### src/rtl/axi_ram_rd.sv
// AXI4 read-only slave over a 2^MEM_ADDR_WIDTH-word RAM with a backdoor preload port.
// Latency: beat 0 is registered on the AR handshake edge; then one beat per cycle. Stalls hold the R payload.
// Optional WRAP burst support is compiled in with AXI_RAM_RD_WRAP_EN.
module axi_ram_rd #(
    parameter int DATA_WIDTH     = 32,
    parameter int MEM_ADDR_WIDTH = 6
) (
    input  logic                      clk,
    input  logic                      rst,
    input  logic [7:0]                s_axi_arid,
    input  logic [31:0]               s_axi_araddr,
    input  logic [7:0]                s_axi_arlen,
    input  logic [2:0]                s_axi_arsize,
    input  logic [1:0]                s_axi_arburst,
    input  logic [3:0]                s_axi_arcache,
    input  logic                      s_axi_arvalid,
    output logic                      s_axi_arready,
    output logic [7:0]                s_axi_rid,
    output logic [DATA_WIDTH-1:0]     s_axi_rdata,
    output logic [1:0]                s_axi_rresp,
    output logic                      s_axi_rlast,
    output logic                      s_axi_rvalid,
    input  logic                      s_axi_rready,
    input  logic                      mem_we,
    input  logic [MEM_ADDR_WIDTH-1:0] mem_waddr,
    input  logic [DATA_WIDTH-1:0]     mem_wdata
);
    localparam int DEPTH = 1 << MEM_ADDR_WIDTH;

    typedef enum logic {IDLE, BURST} state_t;
    state_t state, state_nxt;

    logic [DATA_WIDTH-1:0] mem [DEPTH];

    logic [31:0] addr_q;
    logic [7:0]  len_q;
    logic [7:0]  cnt;
    logic [2:0]  size_q;
    logic [1:0]  burst_q;

    logic ar_hs, r_hs, load;
    logic [31:0] f_addr, step, next_addr;
    logic [7:0]  f_len;
    logic [2:0]  f_size;
    logic [1:0]  f_burst;
    logic        wrap_ok, slverr, decerr;
    logic [1:0]  beat_resp;
    logic [DATA_WIDTH-1:0] beat_data;
    logic        unused_cache;

    assign unused_cache = ^s_axi_arcache;

    assign ar_hs = s_axi_arvalid && s_axi_arready;
    assign r_hs  = s_axi_rvalid && s_axi_rready;
    assign load  = ar_hs || (r_hs && !s_axi_rlast);

    always_ff @(posedge clk) begin
        if (mem_we)
            mem[mem_waddr] <= mem_wdata;
    end

    always_ff @(posedge clk or negedge rst) begin
        if (!rst)
            state <= IDLE;
        else
            state <= state_nxt;
    end

    always_comb begin
        state_nxt = state;
        case (state)
            IDLE:    if (ar_hs) state_nxt = BURST;
            BURST:   if (r_hs && s_axi_rlast) state_nxt = IDLE;
            default: state_nxt = IDLE;
        endcase
    end

    // Beat 0 is evaluated straight from the AR payload; later beats from the captured copy.
    assign f_addr  = (state == IDLE) ? s_axi_araddr  : addr_q;
    assign f_len   = (state == IDLE) ? s_axi_arlen   : len_q;
    assign f_size  = (state == IDLE) ? s_axi_arsize  : size_q;
    assign f_burst = (state == IDLE) ? s_axi_arburst : burst_q;
    assign step    = 32'd1 << f_size;

`ifdef AXI_RAM_RD_WRAP_EN
    logic [31:0] wmask;
    assign wmask   = ((32'd0 | f_len) + 32'd1 << f_size) - 32'd1;
    assign wrap_ok = (f_len == 8'd1) || (f_len == 8'd3) || (f_len == 8'd7) || (f_len == 8'd15);
`else
    assign wrap_ok = 1'b0;
`endif

    assign slverr = (f_size > 3'd2) || (f_burst == 2'b11) || ((f_burst == 2'b10) && !wrap_ok);
    assign decerr = |f_addr[31:MEM_ADDR_WIDTH+2];

    always_comb begin
        beat_resp = 2'b00;
        beat_data = mem[f_addr[MEM_ADDR_WIDTH+1:2]];
        if (slverr) begin
            beat_resp = 2'b10;
            beat_data = '0;
        end else if (decerr) begin
            beat_resp = 2'b11;
            beat_data = '0;
        end
    end

    always_comb begin
        next_addr = f_addr;
        case (f_burst)
            2'b01:   next_addr = f_addr + step;
`ifdef AXI_RAM_RD_WRAP_EN
            2'b10:   next_addr = (f_addr & ~wmask) | ((f_addr + step) & wmask);
`endif
            default: next_addr = f_addr;
        endcase
    end

    always_ff @(posedge clk or negedge rst) begin
        if (!rst) begin
            s_axi_arready <= 1'b0;
            s_axi_rvalid  <= 1'b0;
            s_axi_rlast   <= 1'b0;
            s_axi_rid     <= '0;
            s_axi_rdata   <= '0;
            s_axi_rresp   <= '0;
            cnt           <= '0;
            addr_q        <= '0;
            len_q         <= '0;
            size_q        <= '0;
            burst_q       <= '0;
        end else begin
            s_axi_arready <= (state_nxt == IDLE);
            if (ar_hs) begin
                s_axi_rid    <= s_axi_arid;
                len_q        <= s_axi_arlen;
                size_q       <= s_axi_arsize;
                burst_q      <= s_axi_arburst;
                cnt          <= '0;
                s_axi_rlast  <= (s_axi_arlen == 8'd0);
                s_axi_rvalid <= 1'b1;
            end else if (r_hs) begin
                if (s_axi_rlast) begin
                    s_axi_rvalid <= 1'b0;
                    s_axi_rlast  <= 1'b0;
                end else begin
                    cnt         <= cnt + 8'd1;
                    s_axi_rlast <= ((cnt + 8'd1) == len_q);
                end
            end
            if (load) begin
                s_axi_rdata <= beat_data;
                s_axi_rresp <= beat_resp;
                addr_q      <= next_addr;
            end
        end
    end
endmodule
### config.mk
export PLATFORM = sky130hd
export DESIGN_NAME = axi_ram_rd
export DESIGN_NICKNAME = d
export VERILOG_FILES = /design/src/rtl/axi_ram_rd.sv
export SDC_FILE = /design/constraint.sdc
export NUM_CORES = 2
export LEC_CHECK = 0
export ABC_CLOCK_PERIOD_IN_PS = 10200
export CAP_MARGIN = 20
export CORE_MARGIN = 2
export CORE_UTILIZATION = 25
export DETAILED_ROUTE_END_ITERATION = 7
export GPL_TIMING_DRIVEN = 0
export HOLD_SLACK_MARGIN = 0.05
export PLACE_DENSITY = 0.35
export SLEW_MARGIN = 20
export SYNTH_ARGS = -nofsm -noshare
export SYNTH_HDL_FRONTEND = slang
export SYNTH_SLANG_ARGS = --single-unit
### constraint.sdc
create_clock -name clk -period 10.2 [get_ports clk]
set_input_delay 2.04 -clock clk [delete_from_list [all_inputs] [get_ports clk]]
set_output_delay 2.04 -clock clk [all_outputs]
set_load 0.1 [all_outputs]
=== Word level (Yosys, flattened, before mapping) ===
Memories as Yosys holds them, arrays and structs flattened.
Index checks and enable logic that the tools add are counted.

* Flip-flop bits (word level): 99
* Bits in writable memories: 2,048
* Input bits: 100
* Memories: 1

* Add/subtract/negate cells: 2
* Magnitude comparators: 1
* Equal/unequal tests: 5
* Shift-type cells: 1
* Muxes and demuxes: 22
* Bitwise operators: 2
* Reduce and logical (&&, ||, !) cells: 14

{| class="wikitable"
|+ Memories
! memory !! depth !! width !! read ports !! clocked after Yosys merged registers in !! write ports !! RTL line !! RTL
|-
| mem || 64 || 32 || 1 || 0 || 1 || 33 || <nowiki>logic [DATA_WIDTH-1:0] mem [DEPTH];</nowiki>
|}

{| class="wikitable"
|+ Operator list
! operator !! count
|-
| $mux W32 || 4
|-
| $add A32 B32 Y32 || 1
|-
| $shl A1 B3 Y32 const A || 1
|-
| $mux W8 || 3
|-
| $reduce_or A24 Y1 || 1
|-
| $mux W1 || 10
|-
| $add A8 B1 Y8 const B || 1
|-
| $eq A8 B8 Y1 || 1
|-
| $logic_not A8 Y1 || 1
|-
| $mux W2 || 3
|-
| $eq A2 B2 Y1 const B || 2
|-
| $logic_and A1 B1 Y1 || 4
|-
| $reduce_and A2 Y1 || 2
|-
| $reduce_bool A2 Y1 || 2
|-
| $gt A3 B2 Y1 const B || 1
|-
| $logic_or A1 B1 Y1 || 3
|-
| $mux W3 || 1
|-
| $eq A2 B1 Y1 const B || 1
|-
| $ne A2 B1 Y1 const B || 1
|-
| $not A1 Y1 || 2
|-
| $pmux W1 S2 || 1
|-
| $logic_not A1 Y1 || 1
|}

=== Longest topological paths before layout ===
* Depth after elaboration: 5
* Mapped depth: 19

=== Worst setup path before layout ===
No wires, ideal clock.

* Kind: input port to flip-flop
* From: input mem_waddr[5]
* To: memory mem[48][0], enable pin
* Arrival time: 4.917 ns
* Required time: 9.739 ns
* Slack: 4.822 ns
* Stages on the path: 4
* Path buffers: 1
* Cells stage by stage: clkbuf_1 > nand3_1 > or3_1 > nor3_1

{| class="wikitable"
|+ RTL lines
! element !! RTL line !! RTL
|-
| start: declaration || 25 || <nowiki>input logic [MEM_ADDR_WIDTH-1:0] mem_waddr,</nowiki>
|-
| end: declaration || 33 ||
|}

Straight into the memory's write port.

=== Final worst setup path ===
* From: input s_axi_araddr[4]
* To: register s_axi_rdata[22]

* Cells in the longest elaborated chain, start to end: 4

{| class="wikitable"
|+ RTL lines
! element !! RTL line !! RTL
|-
| start: declaration || 11 || <nowiki>input logic [31:0] s_axi_araddr,</nowiki>
|-
| $mux W32 || 79 || <nowiki>assign f_addr = (state == IDLE) ? s_axi_araddr : addr_q;</nowiki>
|-
| $mem_v2 Z64 W32 || -- ||
|-
| $mux W32 || 102 || <nowiki>end else if (decerr) begin</nowiki>
|-
| $mux W32 || 99 || <nowiki>if (slverr) begin</nowiki>
|-
| end signal: assignment || 152 || <nowiki>s_axi_rdata <= beat_data;</nowiki>
|-
| end: declaration || 19 || <nowiki>output logic [DATA_WIDTH-1:0] s_axi_rdata,</nowiki>
|}

No other way between the ends.
A chain may end at the register's enable or synchronous reset.

==> flow_metrics.tcl <==
set metrics [dict create \
    r2r-start "state" \
    drc_errors 0 \
    worst_pin_slew_ps 1366 \
    critical_path.max_fanout 10 \
    ys_types 82 \
    grt_max_degree 65 \
    routed_via_density 4.895 \
    cts.sink_count 2147 \
    hold_buffers 0 \
    synthFlopType "edfxtp_1" \
    dp_cells 11210 \
    synth-edff-count 2048 \
    p_leak_uw 0.03445 \
    post_dp_cell_area_um2 96400 \
    finClkSkew_ps 59.69 \
    synth_top_area_frac 0.7211 \
    cts_resized 0 \
    r2r_setup_slack_ps 3910 \
    hold-path-cell-count 2 \
    power.total_uw 30460 \
    gp_congestion 0.8295 \
    slew_viol_final 0 \
    endpoint "s_axi_rdata[22]" \
    ys_seq_area_frac 0.7501 \
    avgSynthCellArea_um2 13.39 \
    cts_made_buffers 246 \
    critPathTopFamily "buffers and inverters" \
    final_cell_area_um2 103900 \
    synth_seq_cells 2147 \
    r2r-end "addr_q[18]" \
    crit_path_cell_trace "clkdlybuf4s50_1 > mux2i_2 > inv_2 > nor2_2 > buf_2 > buf_2 > buf_1 > nand3_1 > nand4_1 > a41oi_1 > a21oi_1 > nand2_1" \
    worstPathRequired_ps 10930 \
    worstSetupStartpoint "s_axi_araddr[4]" \
    num_rows 214 \
    critPathBufInv 5 \
    min_path_type "flop to flop" \
    clk_path_buf_depth 4 \
    period_share 0.7254 \
    die_h_um 588.1 \
    drtPass1Iterations 6 \
    cts_tree "done" \
    finalSetupViolCount 0 \
    min_from "s_axi_rid[0]" \
    worstSetupPathDepth 12 \
    place_hpwl_um 259300 \
    drtAntennaViolNets 0 \
    min_period_ps 7399 \
    critPathCaptureType "flop" \
    holdWs_ps 478.1 \
    maxCapViolations 0 \
    power_density_nw_per_um2 293.1 \
    critical_path_class "input pin to flop" \
    synth_top_cell_by_area "edfxtp_1" \
    grt-ovfl-total 0 \
    drtIter0Drc 6250 \
    netlist_instances 6369 \
    cts_max_level 4 \
    crit_arrival_ps 8130 \
    grt_usage 0.2064 \
    outcome "finished, final reports clean" \
    async_flop_share 0.04611 \
    ff2ff_path_depth 14 \
    ys.warnings.count 0 \
    grt_pass1_wl_um 489700 \
    clk_pin_slew_ps 60 \
    crit_top_cell "buf_2" \
    rsz0062_at_grt "no" \
    cp_slowest_cell "mux2i_2" \
    maxSlewHeadroom 0.08957 \
    cp-start-kind "input pin" \
    synth.area.top_cells "edfxtp_1 72%, nand2_1 8.1%, nand3_1 4.4%, dfrtp_1 2.9%, mux2i_1 2.5%" \
    cts_setup_buffers 0 \
    port-buffer-count 135 \
    initial_utilization 0.2510 \
    post_drt_wl_per_cell_um 31.35 \
    drive_above_1_share 0.1053 \
    fmax_ghz 0.1351 \
    fin_cells 11660 \
    vdd_drop_max_mv 0.1655 \
    slowest_delay_ps 890 \
    core-area_um2 339800 \
    antenna_found_initial 42 \
    hold_viol 0 \
    dieArea_um2 345800 \
    nets 7032 \
    grt_pass1_vias 54890 \
    cts_root_buf "clkbuf_16" \
    die_w_um 588.1 \
    pin_count 145 \
    wl_um 365500 \
    synth_nets 6479 \
    syn_area_um2 85290 \
    clkLatencyLatePin_ps 920 \
    vias 57070 \
    syn2layout_area_growth_pct 21.87 \
]
==> how the worst min path moves through the flow <==
stage,to,slack (ps)
after floorplan,addr_q[0],440
after CTS,addr_q[0],480
after global routing,burst_q[0],500
after detailed placement,s_axi_rid[2],470
after global placement,addr_q[0],460
final,s_axi_rid[0],480
==> worst reg2reg max path, cell delays in order (launching register included) <==
cell,delay (ps)
dfrtp_1,350
buf_6,170
buf_6,200
buf_6,190
mux2i_2,790
clkinv_1,970
clkbuf_1,560
clkbuf_1,570
ha_1,440
or3_1,420
o22ai_1,720
nor3_4,190
o211ai_1,220
xor2_1,130
a221oi_2,280
==> layout by cell type, fill, tap and decap left out, types with 22 or more instances in the layout <==
master	synthesis	layout
edfxtp_1	2048	2048
nand4_1	190	190
nand3_1	751	751
mux2i_1	210	207
nor2_4	0	63
clkinv_1	1	51
a21oi_1	49	49
nor2_1	131	66
a31oi_1	155	155
nand2_1	1838	1838
buf_1	71	54
clkbuf_2	1	27
a221oi_1	36	36
buf_16	0	56
clkinv_2	0	25
clkbuf_16	0	252
clkdlybuf4s50_1	0	102
clkbuf_1	241	294
dfrtp_1	99	99
xnor2_1	22	22
buf_12	0	92
buf_2	82	101
buf_4	1	43
o21ai_0	47	47
a32oi_1	108	108
==> through the flow <==
stage,setup WS [ps],TNS (ps),util
3_5_place_dp,2086,0,0.2837
4_1_cts,3024,0,0.3058
2_1_floorplan,4822,0,-
5_1_grt,3047,0,0.3058
6_report,2801,0,0.3059
3_3_place_gp,-214.5,-6324,0.2717
==> cells by family after synthesis <==
group,synth area share
and+or+nand+nor,0.1521
DFF,0.7501
xor gates and xnor gates,0.004401
adders and majority gates,0.001555
AOI/OAI and AO/OA,0.04588
buffers and inverters,0.01988
muxes,0.02603
==> flip-flops by register name, indices dropped and copies added (netlist names), 2 cells and up <==
name	cells
burst_q	2
len_q	8
s_axi_rresp	2
addr_q	32
s_axi_rid	8
cnt	8
size_q	3
mem	2048
s_axi_rdata	32
==> synth_stat cells, types with 4 or more instances <==
cell         n
o21bai_1     4
nand3_1    751
o21a_1       7
a221oi_1    36
o22ai_1      6
ha_1         9
mux2i_1    210
xnor2_1     22
clkbuf_1   241
a311oi_1    16
a22o_1      17
dfrtp_1     99
mux2_2       8
a221o_1     16
nand2b_1     5
a41oi_1     19
nor4_1      11
inv_1       14
a22oi_1     14
buf_1       71
a211oi_1     6
nor3_1      14
a32oi_1    108
a21oi_1     49
nand2_1   1838
a31oi_1    155
or3_1        4
nor2_1     131
xor2_1      19
buf_2       82
nand4_1    190
o21ai_0     47
nand3b_1    11
edfxtp_1  2048
and3_1      16
nor2b_1      5
==> routing by layer <==
layer / routed length [um] / track usage
met1: 164500 / 0.2905
met2: 168300 / 0.3331
met3: 22700 / 0.03161
met4: 9828 / 0.04871
met5: 67 / 0
==> layout make-up <==
class | instances | area (um2)
plain buffers | 399 | 1680
flip-flops and latches | 2147 | 63980
inverters | 18 | 67.56
well taps | 4536 | 5675
clock inverters | 89 | 631.9
clock buffers | 349 | 6860
multi-input cells | 3805 | 20160
fillers | 34000 | 235800
diodes | 11 | 27.53
repair buffers | 305 | 4862
==> report_power, final <==
group          leakage [uW]  switching [uW]  internal (uW)  total, uW
sequential           0.0197             143           9820       9960
combinational        0.0111            9320           2710      12000
clock               0.00365            3630           4850       8470
Power figures use the tool's default switching activity.
